[src/rtl/hamming_pkg.sv]
`default_nettype none
// ============================================================================
// Module      : hamming_pkg
// Description : Shared Hamming(12,8) definitions for the encoder and checker:
//               parity equations, syndrome-to-data-bit map, syndrome classes
//               and the checker status FSM states.
// Revision    : 1.0 - initial release
// ============================================================================
package hamming_pkg;

    // Checker status FSM
    typedef enum logic [1:0] {
        ST_OK       = 2'd0,
        ST_DEGRADED = 2'd1,
        ST_ALARM    = 2'd2
    } state_e;

    // What a given syndrome means for the received word
    typedef enum logic [1:0] {
        NONE   = 2'd0,   // clean word
        PARITY = 2'd1,   // a parity bit flipped, data intact
        DATA   = 2'd2,   // a data bit flipped, correctable
        UNCORR = 2'd3    // syndrome points outside the 12-bit codeword
    } syn_class_e;

    // Marker for syndromes that do not address a data bit
    localparam logic [3:0] c_NO_BIT = 4'hF;

    // Indexed by syndrome: which data bit sits at that code position.
    // Data bits live at positions 3,5,6,7,9,10,11,12.
    localparam logic [15:0][3:0] c_SYN2BIT = {
        4'hF, 4'hF, 4'hF, 4'd7,   // 15..12
        4'd6, 4'd5, 4'd4, 4'hF,   // 11..8
        4'd3, 4'd2, 4'd1, 4'hF,   //  7..4
        4'd0, 4'hF, 4'hF, 4'hF    //  3..0
    };

    // Parity equations shared with the upstream encoder
    function automatic logic [3:0] hamming_parity(input logic [7:0] d);
        logic [3:0] p;
        p[0] = d[0] ^ d[1] ^ d[3] ^ d[4] ^ d[6];
        p[1] = d[0] ^ d[2] ^ d[3] ^ d[5] ^ d[6];
        p[2] = d[1] ^ d[2] ^ d[3] ^ d[7];
        p[3] = d[4] ^ d[5] ^ d[6] ^ d[7];
        return p;
    endfunction

endpackage
`default_nettype wire

[src/rtl/hamming_syndrome_dec.sv]
`default_nettype none
// ============================================================================
// Module      : hamming_syndrome_dec
// Description : Combinational syndrome decoder: correction mask for the data
//               word and the class of error the syndrome indicates.
// Revision    : 1.0 - initial release
// ============================================================================
module hamming_syndrome_dec
    import hamming_pkg::*;
(
    input  logic [3:0] syndrome_i,
    output logic [7:0] mask_o,
    output syn_class_e class_o
);

    logic [3:0] bit_idx;

    // Classify the syndrome and build a one-hot flip mask for data errors
    always_comb begin
        bit_idx = c_SYN2BIT[syndrome_i];
        mask_o  = '0;
        class_o = NONE;
        if (syndrome_i == 4'd0) begin
            class_o = NONE;
        end else if (syndrome_i > 4'd12) begin
            class_o = UNCORR;
        end else if (bit_idx == c_NO_BIT) begin
            class_o = PARITY;
        end else begin
            class_o                = DATA;
            mask_o[bit_idx[2:0]]   = 1'b1;
        end
    end

endmodule
`default_nettype wire

[config.mk]
export PLATFORM = sky130hd
export DESIGN_NAME = hamming_syndrome_dec
export DESIGN_NICKNAME = d
export VERILOG_FILES = /design/src/rtl/hamming_pkg.sv /design/src/rtl/hamming_syndrome_dec.sv
export SDC_FILE = /design/constraint.sdc
export NUM_CORES = 1
export LEC_CHECK = 0
export CAP_MARGIN = 20
export CORE_AREA = 10 10 47 49
export DETAILED_ROUTE_END_ITERATION = 8
export DIE_AREA = 0 0 57 59
export PLACE_DENSITY = 0.57
export SLEW_MARGIN = 20
export SYNTH_ARGS = -nofsm -noshare
export SYNTH_HDL_FRONTEND = slang
export SYNTH_SLANG_ARGS = --single-unit
[constraint.sdc]
create_clock -name vclk -period 1.81
set_clock_uncertainty 0.05 [all_clocks]
set_input_delay 0.362 -clock vclk [all_inputs]
set_output_delay 0.362 -clock vclk [all_outputs]
set_load 0.005 [all_outputs]
* After elaboration in Yosys (flattened, before gate mapping)
Memory sizes are Yosys's and may differ from the RTL's.
Cells that the tools add are included.
** Cells by class
- Eq/ne operators :: 1
- Bitwise logic cells :: 0
- Div/mod/pow operators :: 0
- Reduce and logical (&&, ||, !) cells :: 2
- Multiply operators :: 0
- Multiplexer cells :: 9
- Shift operators :: 0
- Order comparisons :: 4
- Add/sub/neg operators :: 0
** Operator list (count)
- 2-to-1 mux 8 bit :: 3
- 2-to-1 mux 2 bit :: 3
- < comparator 4 x 5 -> 1 bit (second input constant) :: 1
- == test 4 bit (second input constant) :: 1
- greater-than comparator 4 bit (second input constant) :: 1
- logical NOT 4 bit :: 1
- < comparator 3 x 4 -> 1 bit (second input constant) :: 1
- 2-to-1 mux 4 bit :: 1
- demux 1 bit (select 3 bit) :: 1
- >= comparator 3 x 1 -> 1 bit (second input constant) :: 1
- logical AND 1 bit :: 1
- 2-to-1 mux 1 bit :: 1
** Storage, ports and cells
- Input port bits :: 4
- Memory bits (read-only) :: 64
- Memories :: 1
- Register bits :: 0
- Bits in writable memories :: 0
- Latch bits :: 0
** Memory list
- (name not given) :: depth 16, bits a word 4, rd ports 1, clocked after Yosys merged registers in 0, write ports 0, line hamming_syndrome_dec.sv:20 : bit_idx = c_SYN2BIT[syndrome_i];

* Depth between registers and ports, before layout
Gate-level depths: netlist (run 1).
- Word-level depth :: 9
- Mapped depth :: 6
- Depth with buffers taken out :: 6

* Worst setup path after synthesis (run 1)
Ideal clock, no wire load.
- Path type :: input-to-output
- From :: input syndrome_i[0]
- To :: output mask_o[6]
- Buffers on the path :: 0
- Arrival time :: 1.485 ns
- Stages on the path :: 6
- Data required time :: 1.398 ns
- Path slack :: -0.087 ns
- Path through :: inv_1 > ha_1 > or3b_1 > a21oi_2 > a31oi_2 > nor3b_2
** On the way
- Longest elaborated chain between the ends :: 9
** RTL lines
- start, declared :: line hamming_syndrome_dec.sv:11 : input logic [3:0] syndrome_i,
- memory read (16 x 4 bit)
- 2-to-1 mux 4 bit (not written as such) :: line hamming_syndrome_dec.sv:20
- < comparator 3 x 4 -> 1 bit (not written as such) or >= comparator 3 x 1 -> 1 bit (tied branches) :: line hamming_syndrome_dec.sv:31 : mask_o[bit_idx[2:0]] = 1'b1;
- logical AND 1 bit (not written as such) :: line hamming_syndrome_dec.sv:31
- 2-to-1 mux 1 bit (not written as such) :: line hamming_syndrome_dec.sv:31
- demux 1 bit (select 3 bit) :: line hamming_syndrome_dec.sv:31
- 2-to-1 mux 8 bit :: line hamming_syndrome_dec.sv:27 : end else if (bit_idx == c_NO_BIT) begin
- 2-to-1 mux 8 bit :: line hamming_syndrome_dec.sv:25 : end else if (syndrome_i > 4'd12) begin
- 2-to-1 mux 8 bit * :: line hamming_syndrome_dec.sv:23 : if (syndrome_i == 4'd0) begin
- end, declared :: line hamming_syndrome_dec.sv:12 : output logic [7:0] mask_o,
Every way passes the cells marked *; elsewhere a longest branch is shown, timed or not. The select of a mux whose other input is x is not followed.

* Final worst setup path (run 1)
- From :: input syndrome_i[1]
- To :: output class_o[1]
** On the way
- Longest elaborated chain between the ends :: 6
** RTL lines
- memory read (16 x 4 bit)
- 2-to-1 mux 4 bit (not written as such) :: line hamming_syndrome_dec.sv:20
- == test 4 bit :: line hamming_syndrome_dec.sv:27
- 2-to-1 mux 2 bit :: line hamming_syndrome_dec.sv:27
- 2-to-1 mux 2 bit :: line hamming_syndrome_dec.sv:25
- 2-to-1 mux 2 bit * :: line hamming_syndrome_dec.sv:23
- end, declared :: line hamming_syndrome_dec.sv:13 : output syn_class_e class_o
Marked as above.

==> results of run 1 <==
## area by class of cell
cell class | count | area (um^2) | share of cell area [%]
Multi-Input combinational cell | 46 | 503 | 53.9
Timing Repair Buffer | 45 | 377 | 40.3
Inverter | 5 | 33.8 | 3.62
Tap cell | 16 | 20.0 | 2.14
## worst min path at each step
stage	startpoint	to	slack, ps
3_3_place_gp	syndrome_i[3]	class_o[0]	1940
5_1_grt	syndrome_i[1]	mask_o[5]	1350
3_5_place_dp	syndrome_i[3]	class_o[0]	1940
4_1_cts	syndrome_i[1]	mask_o[5]	1300
6_report	syndrome_i[0]	mask_o[1]	1310
2_1_floorplan	syndrome_i[3]	mask_o[0]	870
## power breakdown
group          switching, uW  internal (uW)
Combinational            103            131
Sequential                 0              0
Clock                      0              0
Total                    103            131
## repair_timing
action | in CTS | in global routing
pin swaps | 20 | 10
endpoints found under the setup margin | 10 | 10
resized for setup | 91 | 4
buffers inserted | 10 | 1
endpoints found under the hold margin | 0 | 0
## logic make-up after synthesis
family | after synthesis
simple gates | 20
compound gates | 16
buf+inv | 8
fa+ha+maj | 6
mux | 3
xor+xnor | 1
## worst max-delay path, stage by stage
cell,delay [ps]
buf_12,120
buf_6,110
ha_4,150
nand2b_4,130
o211a_1,130
or3_4,400
o32a_2,180
buf_2,130
## Yosys cell counts
| cell type | count |
|---|---|
| ha_1 | 6 |
| nand2_1 | 5 |
| inv_1 | 4 |
| nor2_1 | 4 |
| nor3_1 | 4 |
| a21oi_1 | 3 |
| buf_6 | 3 |
| mux2i_1 | 3 |
| o21ai_1 | 2 |
| o22ai_1 | 2 |
| or3_1 | 2 |
| a2111o_1 | 1 |
| a21oi_2 | 1 |
| a31oi_1 | 1 |
| a31oi_2 | 1 |
| and3_1 | 1 |
| inv_2 | 1 |
| nand2b_2 | 1 |
| nor2b_1 | 1 |
| nor3b_2 | 1 |
| o211a_1 | 1 |
| o211ai_1 | 1 |
| o22ai_2 | 1 |
| o31ai_1 | 1 |
| o32a_2 | 1 |
| or3b_1 | 1 |
| xor2_1 | 1 |
## stage by stage
stage | utilization (%) | hold slack (ps) | power [uW] | std cells | setup slack [ps]
final | 66.6 | 1310 | 234 | 112 | -307
after global routing | 66.6 | 1350 | 249 | 112 | -336
after CTS | 64.6 | 1300 | 221 | 111 | -296
after detailed placement | 52.0 | 1940 | 174 | 101 | -1160
after global placement | 52.0 | 1940 | 173 | 101 | -1140
after floorplan | - | 866 | 90.0 | 54 | 4.15
## per-layer routing
metal | vias up | track usage (%) | routed length, um
li1 | 283 | - | -
met1 | 270 | 9.17 | 642
met2 | 4 | 17.4 | 850
met3 | 0 | 0 | 2
met4 | 0 | 1.01 | 0
met5 | - | 0 | 0
==> impl_metrics.env, run 1 <==
export IMPL_synth_compound_area_share_pct=31.3
export IMPL_outcome="finished with violations"
export IMPL_synth_cell_types=27
export IMPL_place_gp_congestion=0.701
export IMPL_slew_headroom_pct=80.7
export IMPL_worstSetupEndpoint="class_o[1]"
export IMPL_ir_worst_vdd_mv=0.138
export IMPL_finalNetCount=108
export IMPL_syn_area_um2=400
export IMPL_syn_area_per_cell_um2=7.41
export IMPL_tightest_slew_ps=287
export IMPL_synth_fp_nets=64
export IMPL_grt_pass1_vias=562
export IMPL_p_leak_uw=0.000426
export IMPL_arrival_ps=1700
export IMPL_drt_wl_total_mm=1.50
export IMPL_drive_above_1_share_pct=76.0
export IMPL_grt_pass1_wl_mm=2.47
export IMPL_powerDensity_nw_per_um2=251
export IMPL_antenna_found_initial=0
export IMPL_die_h_um=59
export IMPL_ant_nets=0
export IMPL_yosys_area_top_type="ha_1"
export IMPL_vias=557
export IMPL_setup_ws_ps=-307
export IMPL_clkbuf_count=0
export IMPL_critPathLaunchType="input pin"
export IMPL_drv_cap=0
export IMPL_remaining_drc_errors=0
export IMPL_crit_type="input pin to output port"
export IMPL_period_minus_slack_ps=2120
export IMPL_ys_seq_area_share_pct=0
export IMPL_hold_viol=0
export IMPL_yosysWarningCount=0
export IMPL_holdPathStages=6
export IMPL_fin_setup_tns_ps=-2160
export IMPL_final_cell_mix="buf_4, buf_2, ha_4, buf_6"
export IMPL_grt_overflow_total=0
export IMPL_drtIter0Drc=16
export IMPL_setup_viol_count_final=10
export IMPL_syn_inst=54
export IMPL_violations="negative setup slack"
export IMPL_synth_area_leaders="ha_1, buf_6, mux2i_1, nor3_1, nand2_1"
export IMPL_fillers=108
export IMPL_muxShareOfSynthArea_pct=7.50
export IMPL_critPathMaxFanout=4
export IMPL_maxSlewViolCount=0
export IMPL_period_share_pct=117
export IMPL_dr_pass1_iters=4
export IMPL_die_x_um=57
export IMPL_boundaryPins=14
export IMPL_wl_per_cell_um=13.4
export IMPL_rsz0062_at_grt="yes"
export IMPL_placed_cell_area_um2=728
export IMPL_coreArea_um2=1400
export IMPL_yosysTopAreaCellShare_pct=18.8
export IMPL_mostFrequentLayoutCell="buf_4"
export IMPL_cts_hold_buffers=0
export IMPL_rows=14
export IMPL_synth_xor_area_share_pct=2.19
export IMPL_fmax_ghz=0.472
export IMPL_synth_simple_area_share_pct=27.2
export IMPL_hold_class="input pin to output port"
export IMPL_antenna_cells=0
export IMPL_port_buffers=14
export IMPL_layout_area_seq_um2=0
export IMPL_startpoint="syndrome_i[1]"
export IMPL_seq_cells=0
export IMPL_required_ps=1400
export IMPL_hpwl_um=981
export IMPL_worstSetupEndpointType="output port"
export IMPL_synth_fa_ha_area_share_pct=18.8
export IMPL_stdcell_area_um2=933
export IMPL_grt_max_degree=13
export IMPL_synth_top_family_by_area="compound AO/OA/AOI/OAI gates"
export IMPL_area_delta_synth_final_pct=133
export IMPL_dieArea_um2=3360
export IMPL_grt_usage_pct=8.31
export IMPL_start_util_pct=28.6
export IMPL_vias_per_cell=4.97
Power figures use the tool's default switching activity.
==> inputs of run 2 (changes only) <==
- TNS_END_PERCENT: default -> 5
==> run 2 against run 1 <==
Routed wire length fell by 8.0%. Sequential share of layout area did not move. Flip-flop and latch count did not move. Non-clock buffer count decreased by 6. Setup slack got worse by 55 ps. The run still ends with negative setup slack left. Fmax is 2.5% lower. Critical endpoint is now mask_o[7]. Combinational power is 17% lower. Critical path type unchanged. Final area is 11% lower.
==> impl_metrics.env, run 2 (same netlist as run 1, synthesis figures left out) <==
export IMPL_dr_pass1_iters=3
export IMPL_grt_max_degree=10
export IMPL_vias_per_cell=4.82
export IMPL_layout_area_seq_um2=0
export IMPL_drive_above_1_share_pct=64.4
export IMPL_dieArea_um2=3360
export IMPL_critPathMaxStageDelay_ps=400
export IMPL_stdcell_area_um2=827
export IMPL_tightest_slew_ps=299
export IMPL_final_util_pct=59.0
export IMPL_setup_viol_count_final=10
export IMPL_multi_input_area_um2=435
export IMPL_crit_type="input pin to output port"
export IMPL_seq_cells=0
export IMPL_mostFrequentLayoutCell="buf_4"
export IMPL_grt_usage_pct=8.28
export IMPL_antenna_cells=0
export IMPL_wl_per_cell_um=13.0
export IMPL_die_h_um=59
export IMPL_hold_class="input pin to output port"
export IMPL_area_delta_synth_final_pct=107
export IMPL_drv_cap=0
export IMPL_critPathMaxFanout=3
export IMPL_worstSetupEndpointType="output port"
export IMPL_fmax_ghz=0.460
export IMPL_finalNetCount=102
export IMPL_hpwl_mm=1.06
export IMPL_crit_slowest_cell="a2111o_1"
export IMPL_p_total_uw=194
export IMPL_p_leak_uw=0.000365
export IMPL_critPathLaunchType="input pin"
export IMPL_antenna_found_initial=0
export IMPL_coreArea_um2=1400
export IMPL_cts_hold_buffers=0
export IMPL_grt_pass1_wl_mm=2.43
export IMPL_hold_viol=0
export IMPL_rows=14
export IMPL_arrival_ps=1760
export IMPL_port_buffers=14
export IMPL_path_buf_inv=4
export IMPL_maxSlewViolCount=0
export IMPL_cp_top_family="compound AO/OA/AOI/OAI gates"
export IMPL_boundaryPins=14
export IMPL_critical_path_cell_chain="buf_8 > buf_6 > ha_4 > mux2i_1 > o22ai_2 > a2111o_1 > buf_4 > nor2b_1 > buf_2"
export IMPL_clkbuf_count=0
export IMPL_die_x_um=57
export IMPL_violations="negative setup slack"
export IMPL_powerDensity_nw_per_um2=235
export IMPL_final_cell_mix="buf_4, clkdlybuf4s15_2, buf_6"
export IMPL_remaining_drc_errors=0
export IMPL_slew_headroom_pct=80.0
export IMPL_placed_cell_area_um2=687
export IMPL_start_util_pct=28.6
export IMPL_period_share_pct=120
export IMPL_grt_pass1_vias=522
export IMPL_fin_setup_tns_ps=-2780
export IMPL_ir_worst_vdd_mv=0.104
export IMPL_drtIter0Drc=4
export IMPL_fillers=133
export IMPL_period_minus_slack_ps=2170
export IMPL_setup_ws_ps=-362
export IMPL_required_ps=1400
export IMPL_rsz0062_at_grt="yes"
export IMPL_outcome="finished with violations"
export IMPL_drt_wl_total_mm=1.38
export IMPL_holdWs_ps=1220
export IMPL_place_gp_congestion=0.806
export IMPL_grt_overflow_total=0
export IMPL_vias=511
export IMPL_ant_nets=0
-- run 2: final timing paths --
kind / end / startpoint / depth (start not counted)
hold / removal: class_o[0] / syndrome_i[3] / 4
setup / recovery: mask_o[7] / syndrome_i[1] / 9
-- run 2: worst min-delay path, cell delays in order --
cell and delay [ps]:
clkdlybuf4s15_2 270, nand2_1 90, o22ai_1 60, buf_2 120
-- run 2: area by class of cell --
cell class	instances	area share (%)
multi-input combinational	46	52.6
timing repair buffer	39	41.8
tap	16	2.42
inverter	5	3.18
-- run 2: metrics by stage --
| stage | setup slack (ps) | cells |
|---|---|---|
| 6_report | -362 | 106 |
| 3_3_place_gp | -1150 | 101 |
| 5_1_grt | -428 | 106 |
| 3_5_place_dp | -1180 | 101 |
| 2_1_floorplan | -6.27 | 54 |
| 4_1_cts | -369 | 106 |
-- run 2: power by group --
| part | internal, uW | leakage, uW | total [uW] | switching, uW |
|---|---|---|---|---|
| registers | 0 | 0 | 0 | 0 |
| logic | 108 | 0.000365 | 194 | 86.0 |
| clock network | 0 | 0 | 0 | 0 |
| total | 108 | 0.000365 | 194 | 86.0 |
-- run 2: repair_timing --
action	CTS	global route
buffers inserted	5	0
setup endpoints to repair	10	10
resized for setup	70	5
pin swaps	9	3
-- run 2: per-layer routing --
| layer | vias up | track usage [%] | share of wire [%] |
|---|---|---|---|
| met2 | 3 | 18.3 | 60 |
| met4 | 0 | 0 | 0 |
| met5 | - | 0 | 0 |
| met1 | 239 | 8.49 | 38 |
| li1 | 269 | - | - |
| met3 | 0 | 0.429 | 1.6 |
